--- src/rtl/mem_arbiter_if.sv ---
// Bundle of the IF/MEM request ports and the SRAM pin group seen by mem_arbiter.
// slave is the arbiter's view; master is the pipeline/board side.
interface mem_arbiter_if;
  logic        if_req;
  logic [15:0] if_addr;
  logic [15:0] if_rdata;
  logic        if_ready;
  logic [1:0]  mem_op;
  logic [15:0] mem_addr;
  logic [15:0] mem_wdata;
  logic [15:0] mem_rdata;
  logic        mem_ready;
  logic        stall;
  logic [15:0] ram_addr;
  logic [15:0] ram_dq_o;
  logic        ram_dq_oe;
  logic [15:0] ram_dq_i;
  logic        ram_oe_n;
  logic        ram_we_n;
  logic        ram_ce_n;

  modport slave (
    input  if_req, if_addr, mem_op, mem_addr, mem_wdata, ram_dq_i,
    output if_rdata, if_ready, mem_rdata, mem_ready, stall,
           ram_addr, ram_dq_o, ram_dq_oe, ram_oe_n, ram_we_n, ram_ce_n
  );

  modport master (
    output if_req, if_addr, mem_op, mem_addr, mem_wdata, ram_dq_i,
    input  if_rdata, if_ready, mem_rdata, mem_ready, stall,
           ram_addr, ram_dq_o, ram_dq_oe, ram_oe_n, ram_we_n, ram_ce_n
  );
endinterface

--- src/rtl/mem_arbiter.sv ---
// Shares one 16-bit async SRAM between instruction fetch and load/store,
// sequencing the read and write pin waveforms and stalling the pipeline meanwhile.
module mem_arbiter #(
  parameter int READ_WAIT = 1
) (
  input  logic          clk,
  input  logic          rst,
  mem_arbiter_if.slave  bus
);

  localparam logic [2:0] S_IDLE = 3'd0;
  localparam logic [2:0] S_RD   = 3'd1;
  localparam logic [2:0] S_WS   = 3'd2;
  localparam logic [2:0] S_WP   = 3'd3;
  localparam logic [2:0] S_WH   = 3'd4;
  localparam logic [2:0] S_DONE = 3'd5;

  localparam logic       REQ_IF  = 1'b0;
  localparam logic       REQ_MEM = 1'b1;
  localparam logic [2:0] RD_LAST = 3'(READ_WAIT - 1);

  logic [2:0]  state_q, state_d;
  logic [2:0]  cnt_q, cnt_d;
  logic        who_q, who_d;
  logic        last_q, last_d;
  logic [15:0] addr_q, addr_d;
  logic [15:0] wdata_q, wdata_d;
  logic [15:0] if_rdata_q, if_rdata_d;
  logic [15:0] mem_rdata_q, mem_rdata_d;

  logic mem_rd, mem_wr, mem_pend, grant_mem;

  assign mem_rd   = (bus.mem_op == 2'b01);
  assign mem_wr   = (bus.mem_op == 2'b10);
  assign mem_pend = mem_rd | mem_wr;
  // Under contention MEM normally wins; IF gets the next slot right after a MEM grant.
  assign grant_mem = mem_pend && (!bus.if_req || last_q != REQ_MEM);

  always_comb begin
    state_d     = state_q;
    cnt_d       = cnt_q;
    who_d       = who_q;
    last_d      = last_q;
    addr_d      = addr_q;
    wdata_d     = wdata_q;
    if_rdata_d  = if_rdata_q;
    mem_rdata_d = mem_rdata_q;
    case (state_q)
      S_IDLE: begin
        if (grant_mem) begin
          who_d   = REQ_MEM;
          last_d  = REQ_MEM;
          addr_d  = bus.mem_addr;
          wdata_d = bus.mem_wdata;
          cnt_d   = 3'd0;
          state_d = mem_wr ? S_WS : S_RD;
        end else if (bus.if_req) begin
          who_d   = REQ_IF;
          last_d  = REQ_IF;
          addr_d  = bus.if_addr;
          cnt_d   = 3'd0;
          state_d = S_RD;
        end
      end
      S_RD: begin
        if (cnt_q == RD_LAST) begin
          cnt_d   = 3'd0;
          state_d = S_DONE;
          if (who_q == REQ_MEM) mem_rdata_d = bus.ram_dq_i;
          else                  if_rdata_d  = bus.ram_dq_i;
        end else begin
          cnt_d = cnt_q + 3'd1;
        end
      end
      S_WS:    state_d = S_WP;
      S_WP:    state_d = S_WH;
      S_WH:    state_d = S_DONE;
      S_DONE:  state_d = S_IDLE;
      default: state_d = S_IDLE;
    endcase
  end

  always_ff @(posedge clk) begin
    if (rst) begin
      state_q     <= S_IDLE;
      cnt_q       <= 3'd0;
      who_q       <= REQ_IF;
      last_q      <= REQ_IF;
      addr_q      <= 16'h0000;
      wdata_q     <= 16'h0000;
      if_rdata_q  <= 16'h0000;
      mem_rdata_q <= 16'h0000;
    end else begin
      state_q     <= state_d;
      cnt_q       <= cnt_d;
      who_q       <= who_d;
      last_q      <= last_d;
      addr_q      <= addr_d;
      wdata_q     <= wdata_d;
      if_rdata_q  <= if_rdata_d;
      mem_rdata_q <= mem_rdata_d;
    end
  end

  // Pins decode straight from the state register, so reset forces them idle on the same edge.
  assign bus.ram_ce_n  = !(state_q == S_RD || state_q == S_WS ||
                           state_q == S_WP || state_q == S_WH);
  assign bus.ram_oe_n  = (state_q != S_RD);
  assign bus.ram_we_n  = (state_q != S_WP);
  assign bus.ram_dq_oe = (state_q == S_WS || state_q == S_WP || state_q == S_WH);
  assign bus.ram_addr  = addr_q;
  assign bus.ram_dq_o  = wdata_q;

  assign bus.if_ready  = (state_q == S_DONE) && (who_q == REQ_IF);
  assign bus.mem_ready = (state_q == S_DONE) && (who_q == REQ_MEM);
  assign bus.if_rdata  = if_rdata_q;
  assign bus.mem_rdata = mem_rdata_q;

  assign bus.stall = (mem_pend && !bus.mem_ready) || (bus.if_req && !bus.if_ready);

endmodule

--- src/flat_wrapper.sv ---
// flat-port wrapper written by rule: the top's interface ports become plain ports
module mem_arbiter_flat 
#(
  parameter int READ_WAIT = 1
)
  (clk, rst, bus_if_req, bus_if_addr, bus_mem_op, bus_mem_addr, bus_mem_wdata, bus_ram_dq_i, bus_if_rdata, bus_if_ready, bus_mem_rdata, bus_mem_ready, bus_stall, bus_ram_addr, bus_ram_dq_o, bus_ram_dq_oe, bus_ram_oe_n, bus_ram_we_n, bus_ram_ce_n);
  mem_arbiter_if bus_i ();
  input  logic clk;
  input  logic rst;
  input wire logic [$bits(bus_i.if_req)-1:0] bus_if_req;
  input wire logic [$bits(bus_i.if_addr)-1:0] bus_if_addr;
  input wire logic [$bits(bus_i.mem_op)-1:0] bus_mem_op;
  input wire logic [$bits(bus_i.mem_addr)-1:0] bus_mem_addr;
  input wire logic [$bits(bus_i.mem_wdata)-1:0] bus_mem_wdata;
  input wire logic [$bits(bus_i.ram_dq_i)-1:0] bus_ram_dq_i;
  output wire logic [$bits(bus_i.if_rdata)-1:0] bus_if_rdata;
  output wire logic [$bits(bus_i.if_ready)-1:0] bus_if_ready;
  output wire logic [$bits(bus_i.mem_rdata)-1:0] bus_mem_rdata;
  output wire logic [$bits(bus_i.mem_ready)-1:0] bus_mem_ready;
  output wire logic [$bits(bus_i.stall)-1:0] bus_stall;
  output wire logic [$bits(bus_i.ram_addr)-1:0] bus_ram_addr;
  output wire logic [$bits(bus_i.ram_dq_o)-1:0] bus_ram_dq_o;
  output wire logic [$bits(bus_i.ram_dq_oe)-1:0] bus_ram_dq_oe;
  output wire logic [$bits(bus_i.ram_oe_n)-1:0] bus_ram_oe_n;
  output wire logic [$bits(bus_i.ram_we_n)-1:0] bus_ram_we_n;
  output wire logic [$bits(bus_i.ram_ce_n)-1:0] bus_ram_ce_n;
  assign bus_i.if_req = bus_if_req;
  assign bus_i.if_addr = bus_if_addr;
  assign bus_i.mem_op = bus_mem_op;
  assign bus_i.mem_addr = bus_mem_addr;
  assign bus_i.mem_wdata = bus_mem_wdata;
  assign bus_i.ram_dq_i = bus_ram_dq_i;
  assign bus_if_rdata = bus_i.if_rdata;
  assign bus_if_ready = bus_i.if_ready;
  assign bus_mem_rdata = bus_i.mem_rdata;
  assign bus_mem_ready = bus_i.mem_ready;
  assign bus_stall = bus_i.stall;
  assign bus_ram_addr = bus_i.ram_addr;
  assign bus_ram_dq_o = bus_i.ram_dq_o;
  assign bus_ram_dq_oe = bus_i.ram_dq_oe;
  assign bus_ram_oe_n = bus_i.ram_oe_n;
  assign bus_ram_we_n = bus_i.ram_we_n;
  assign bus_ram_ce_n = bus_i.ram_ce_n;
  mem_arbiter #(.READ_WAIT(READ_WAIT)) u_core (.clk(clk), .rst(rst), .bus(bus_i));
endmodule
--- config.mk ---
export PLATFORM = sky130hd
export DESIGN_NAME = mem_arbiter_flat
export DESIGN_NICKNAME = d
export VERILOG_FILES = /design/src/rtl/mem_arbiter_if.sv /design/src/rtl/mem_arbiter.sv /design/src/flat_wrapper.sv
export SDC_FILE = /design/constraint.sdc
export NUM_CORES = 1
export LEC_CHECK = 0
export BUFFER_PORTS_ARGS = -buffer_cell sky130_fd_sc_hd__buf_2
export CORE_AREA = 2 2 83 85
export CTS_CLUSTER_SIZE = 25
export DETAILED_ROUTE_END_ITERATION = 8
export DIE_AREA = 0 0 85 87
export PLACE_DENSITY = 0.81
export SYNTH_ARGS = -nofsm -noshare
export SYNTH_HDL_FRONTEND = slang
export SYNTH_SLANG_ARGS = --single-unit
--- constraint.sdc ---
create_clock -name clk -period 3.41 [get_ports clk]
set_clock_uncertainty 0.2 [all_clocks]
set_input_delay 0.5115 -clock clk [delete_from_list [all_inputs] [get_ports clk]]
set_output_delay 0.5115 -clock clk [all_outputs]
set_load 0.05 [all_outputs]
==> out/qor.csv <==
stage,metric,value,unit
synthesis,synth-seq-area-share,0.4403,
clock_network,insertion_delay,0.34,ns
clock_network,cts.clk_slew.worst_paths,0.08,ns
critical_path,end_kind,output port,
sta,maxSlewViolCount,0,
final_layout,drive_above_1_share,0.4301,
drt,drt_wl_total,7696,um
synthesis,synth_most_common_cell,dfxtp_1,
synthesis,syn-num-nets,401,
synthesis,synth_area_per_cell,9.812,um2
critical_path,required,2.70,ns
place,gp_congestion,0.7517,
global_route,grt_pass1_wl,12660,um
synthesis,syn_area,3228,um2
synthesis,yosys_warnings,0,
critical_path,rr_worst_depth,3,
synthesis,synth_edf_count,0,
outcome,status,finished clean,
clock_network,cts_tree,yes,
synthesis,yosys-top-cells-count,"dfxtp_1 (71), nand2b_1 (64), mux2i_1 (32), clkbuf_1 (24), a21oi_1 (21)",
synthesis,synthArstFlopShare,0,
synthesis,synthFlopType,dfxtp_1,
critical_path,rrSetupSlack,1.20,ns
sta,finalHoldViolCount,0,
power_and_ir_drop,leakage,0.001927,uW
final_layout,diodes,0,
power_and_ir_drop,irDropWorstVdd,419.7,uV
synthesis,synth_cells,329,
synthesis,synthMuxAreaShare,0.1027,
sta,max_freq,373.7,MHz
min_path,min_path_cells,3,
sta,worst_pin_slew,1.315,ns
clock_network,cts.sinks,71,
clock_network,cts_buffers,9,
drt,wire_per_inst,14.30,um
synthesis,synthAdderAreaFrac,0.01163,
sta,period_needed,2.676,ns
sta,setup_viol,0,
clock_network,clockBufferDepth,2,
clock_network,holdBufCountCts,0,
critical_path,path_class,flop to output port,
synthesis,synth_top_cells_by_area,"dfxtp_1 (44%), nand2b_1 (12%), mux2i_1 (9.9%)",
global_route,antenna_found_initial,0,
synthesis,synth.distinct_cells,35,
global_route,grt_pass1_vias,2737,
floorplan,die_y,87,um
synthesis,synth_compound_area_frac,0.1977,
synthesis,yosysTopAreaCell,dfxtp_1,
place,numPortBuffers,139,
place,dpl_worst_slack,0.6819,ns
synthesis,synth_top_family_by_area,simple AND/OR/NAND/NOR gates,
synthesis,synthSimpleGateAreaFrac,0.1996,
final_layout,nets,525,
global_route,grt.overflow.total,0,
power_and_ir_drop,p_per_area,617.0,nW/um2
synthesis,synth_top_area_share,0.4403,
sta,fin_tns_setup,0,ns
critical_path,cp_data_arrival_time,1.96,ns
drt,ant_nets,0,
place,hpwl,5298,um
final_layout,fillers,578,
drt,vias_per_cell,5.268,
drt,drt_iter0_drc,78,
drt,vias,2834,
floorplan,rows,30,
sta,finalCritPeriodShare,0.7847,
flow_run,cap_violations,0,
min_path,worstHoldPathType,input pin to flop,
global_route,grt_start_max_net_pins,87,
critical_path,path_max_fanout,19,
sta,slew_headroom,0.1216,
final_layout,areaGrowthSynthToFinish,28.88,%
synthesis,synth-xor-area-share,0,
sta,finalWorstSetupSlack,0.7341,ns
critical_path,start_kind,flop,
sta,rsz0062_at_grt,no,
clock_network,postCtsSetupBuffers,0,
drt,dr.pass1.iters,4,
floorplan,initial_core_util,0.4914,
global_route,grt_usage,0.2132,
clock_network,htree_levels,3,
clock_network,cts_resized,0,
drt,drc,0,
synthesis,ys_seq_elements,71,
clock_network,cts-root-buf,clkbuf_8,
floorplan,core_area,6569,um2
floorplan,die_area,7395,um2
floorplan,top_level_ports,140,
floorplan,die_x,85,um
-- logic make-up after synthesis --
kind of cell / Yosys count
adder cells (fa/ha/maj): 3
buffers and inverters: 36
flip-flops: 71
AO/OA/AOI/OAI: 80
multiplexers: 33
AND/OR/NAND/NOR: 106
-- routing by layer --
| metal | vias up | share of wire | track usage |
|---|---|---|---|
| li1 | 1425 | - | - |
| met1 | 1285 | 0.45 | 0.2725 |
| met2 | 112 | 0.46 | 0.3402 |
| met3 | 12 | 0.072 | 0.05403 |
| met4 | 0 | 0.018 | 0.09668 |
| met5 | - | 0 | 0 |
-- worst paths after layout --
kind,from,end
setup / recovery,u_core.state_q[2],bus_ram_ce_n
hold / removal,bus_mem_wdata[9],u_core.bus.ram_dq_o[9]
setup reg to reg,u_core.state_q[0],u_core.bus.if_rdata[5]
hold reg to reg,u_core.bus.mem_rdata[1],u_core.bus.mem_rdata[1]
-- cell type report --
class / count / area [um2] / share of cell area
Clock buffer: 11 / 141.4 / 0.03399
Tap cell: 80 / 100.1 / 0.02406
Sequential cell: 71 / 1421 / 0.3417
Multi-Input combinational cell: 222 / 1668 / 0.4009
Timing Repair Buffer: 143 / 725.7 / 0.1744
Inverter: 6 / 22.52 / 0.005414
Clock inverter: 5 / 81.33 / 0.01955
-- through the flow --
| step | std cells | hold slack, ns | instance area [um2] | power (uW) | util |
|---|---|---|---|---|---|
| floorplan | 329 | 0.2681 | 3228 | 1646 | - |
| global placement | 522 | 0.2579 | 3938 | 1818 | 0.5994 |
| detailed placement | 522 | 0.2657 | 3938 | 1836 | 0.5994 |
| CTS | 538 | 0.1962 | 4160 | 2586 | 0.6333 |
| global route | 538 | 0.2028 | 4160 | 2677 | 0.6333 |
| finish | 538 | 0.2048 | 4160 | 2567 | 0.6333 |
-- power by group --
group / total (uW) / switching, uW / leakage, uW / internal [uW]
Sequential: 985 / 61.0 / 0.000581 / 924
Combinational: 833 / 580 / 0.00124 / 253
Clock: 749 / 317 / 0.000110 / 432
Total: 2570 / 958 / 0.00193 / 1610
-- state kept, by name (all words and copies together), names as in the netlist --
name,flops
u_core.bus.if_rdata,16
u_core.bus.mem_rdata,16
u_core.bus.ram_addr,16
u_core.bus.ram_dq_o,16
u_core.cnt_q,3
u_core.state_q,3
u_core.who_q,1
-- worst max-delay path: stages, from the launching register on --
cell	delay (ns)
dfxtp_1	0.43
or3_1	0.72
nand2_1	0.19
buf_2	0.28
-- layout by cell type, fill, tap and decap left out, types with 3 or more instances in the layout --
| cell | n |
|---|---|
| mux2i_1 | 32 |
| o21ai_0 | 5 |
| a21bo_2 | 16 |
| nand2_1 | 5 |
| buf_2 | 139 |
| a21oi_1 | 20 |
| o221a_2 | 16 |
| nand2b_1 | 64 |
| nor2b_1 | 3 |
| ha_1 | 3 |
| o31ai_1 | 16 |
| nand3_1 | 16 |
| buf_4 | 4 |
| inv_1 | 6 |
| clkbuf_8 | 10 |
| nor2_1 | 6 |
| dfxtp_1 | 71 |
Power figures use the tool's default switching activity.
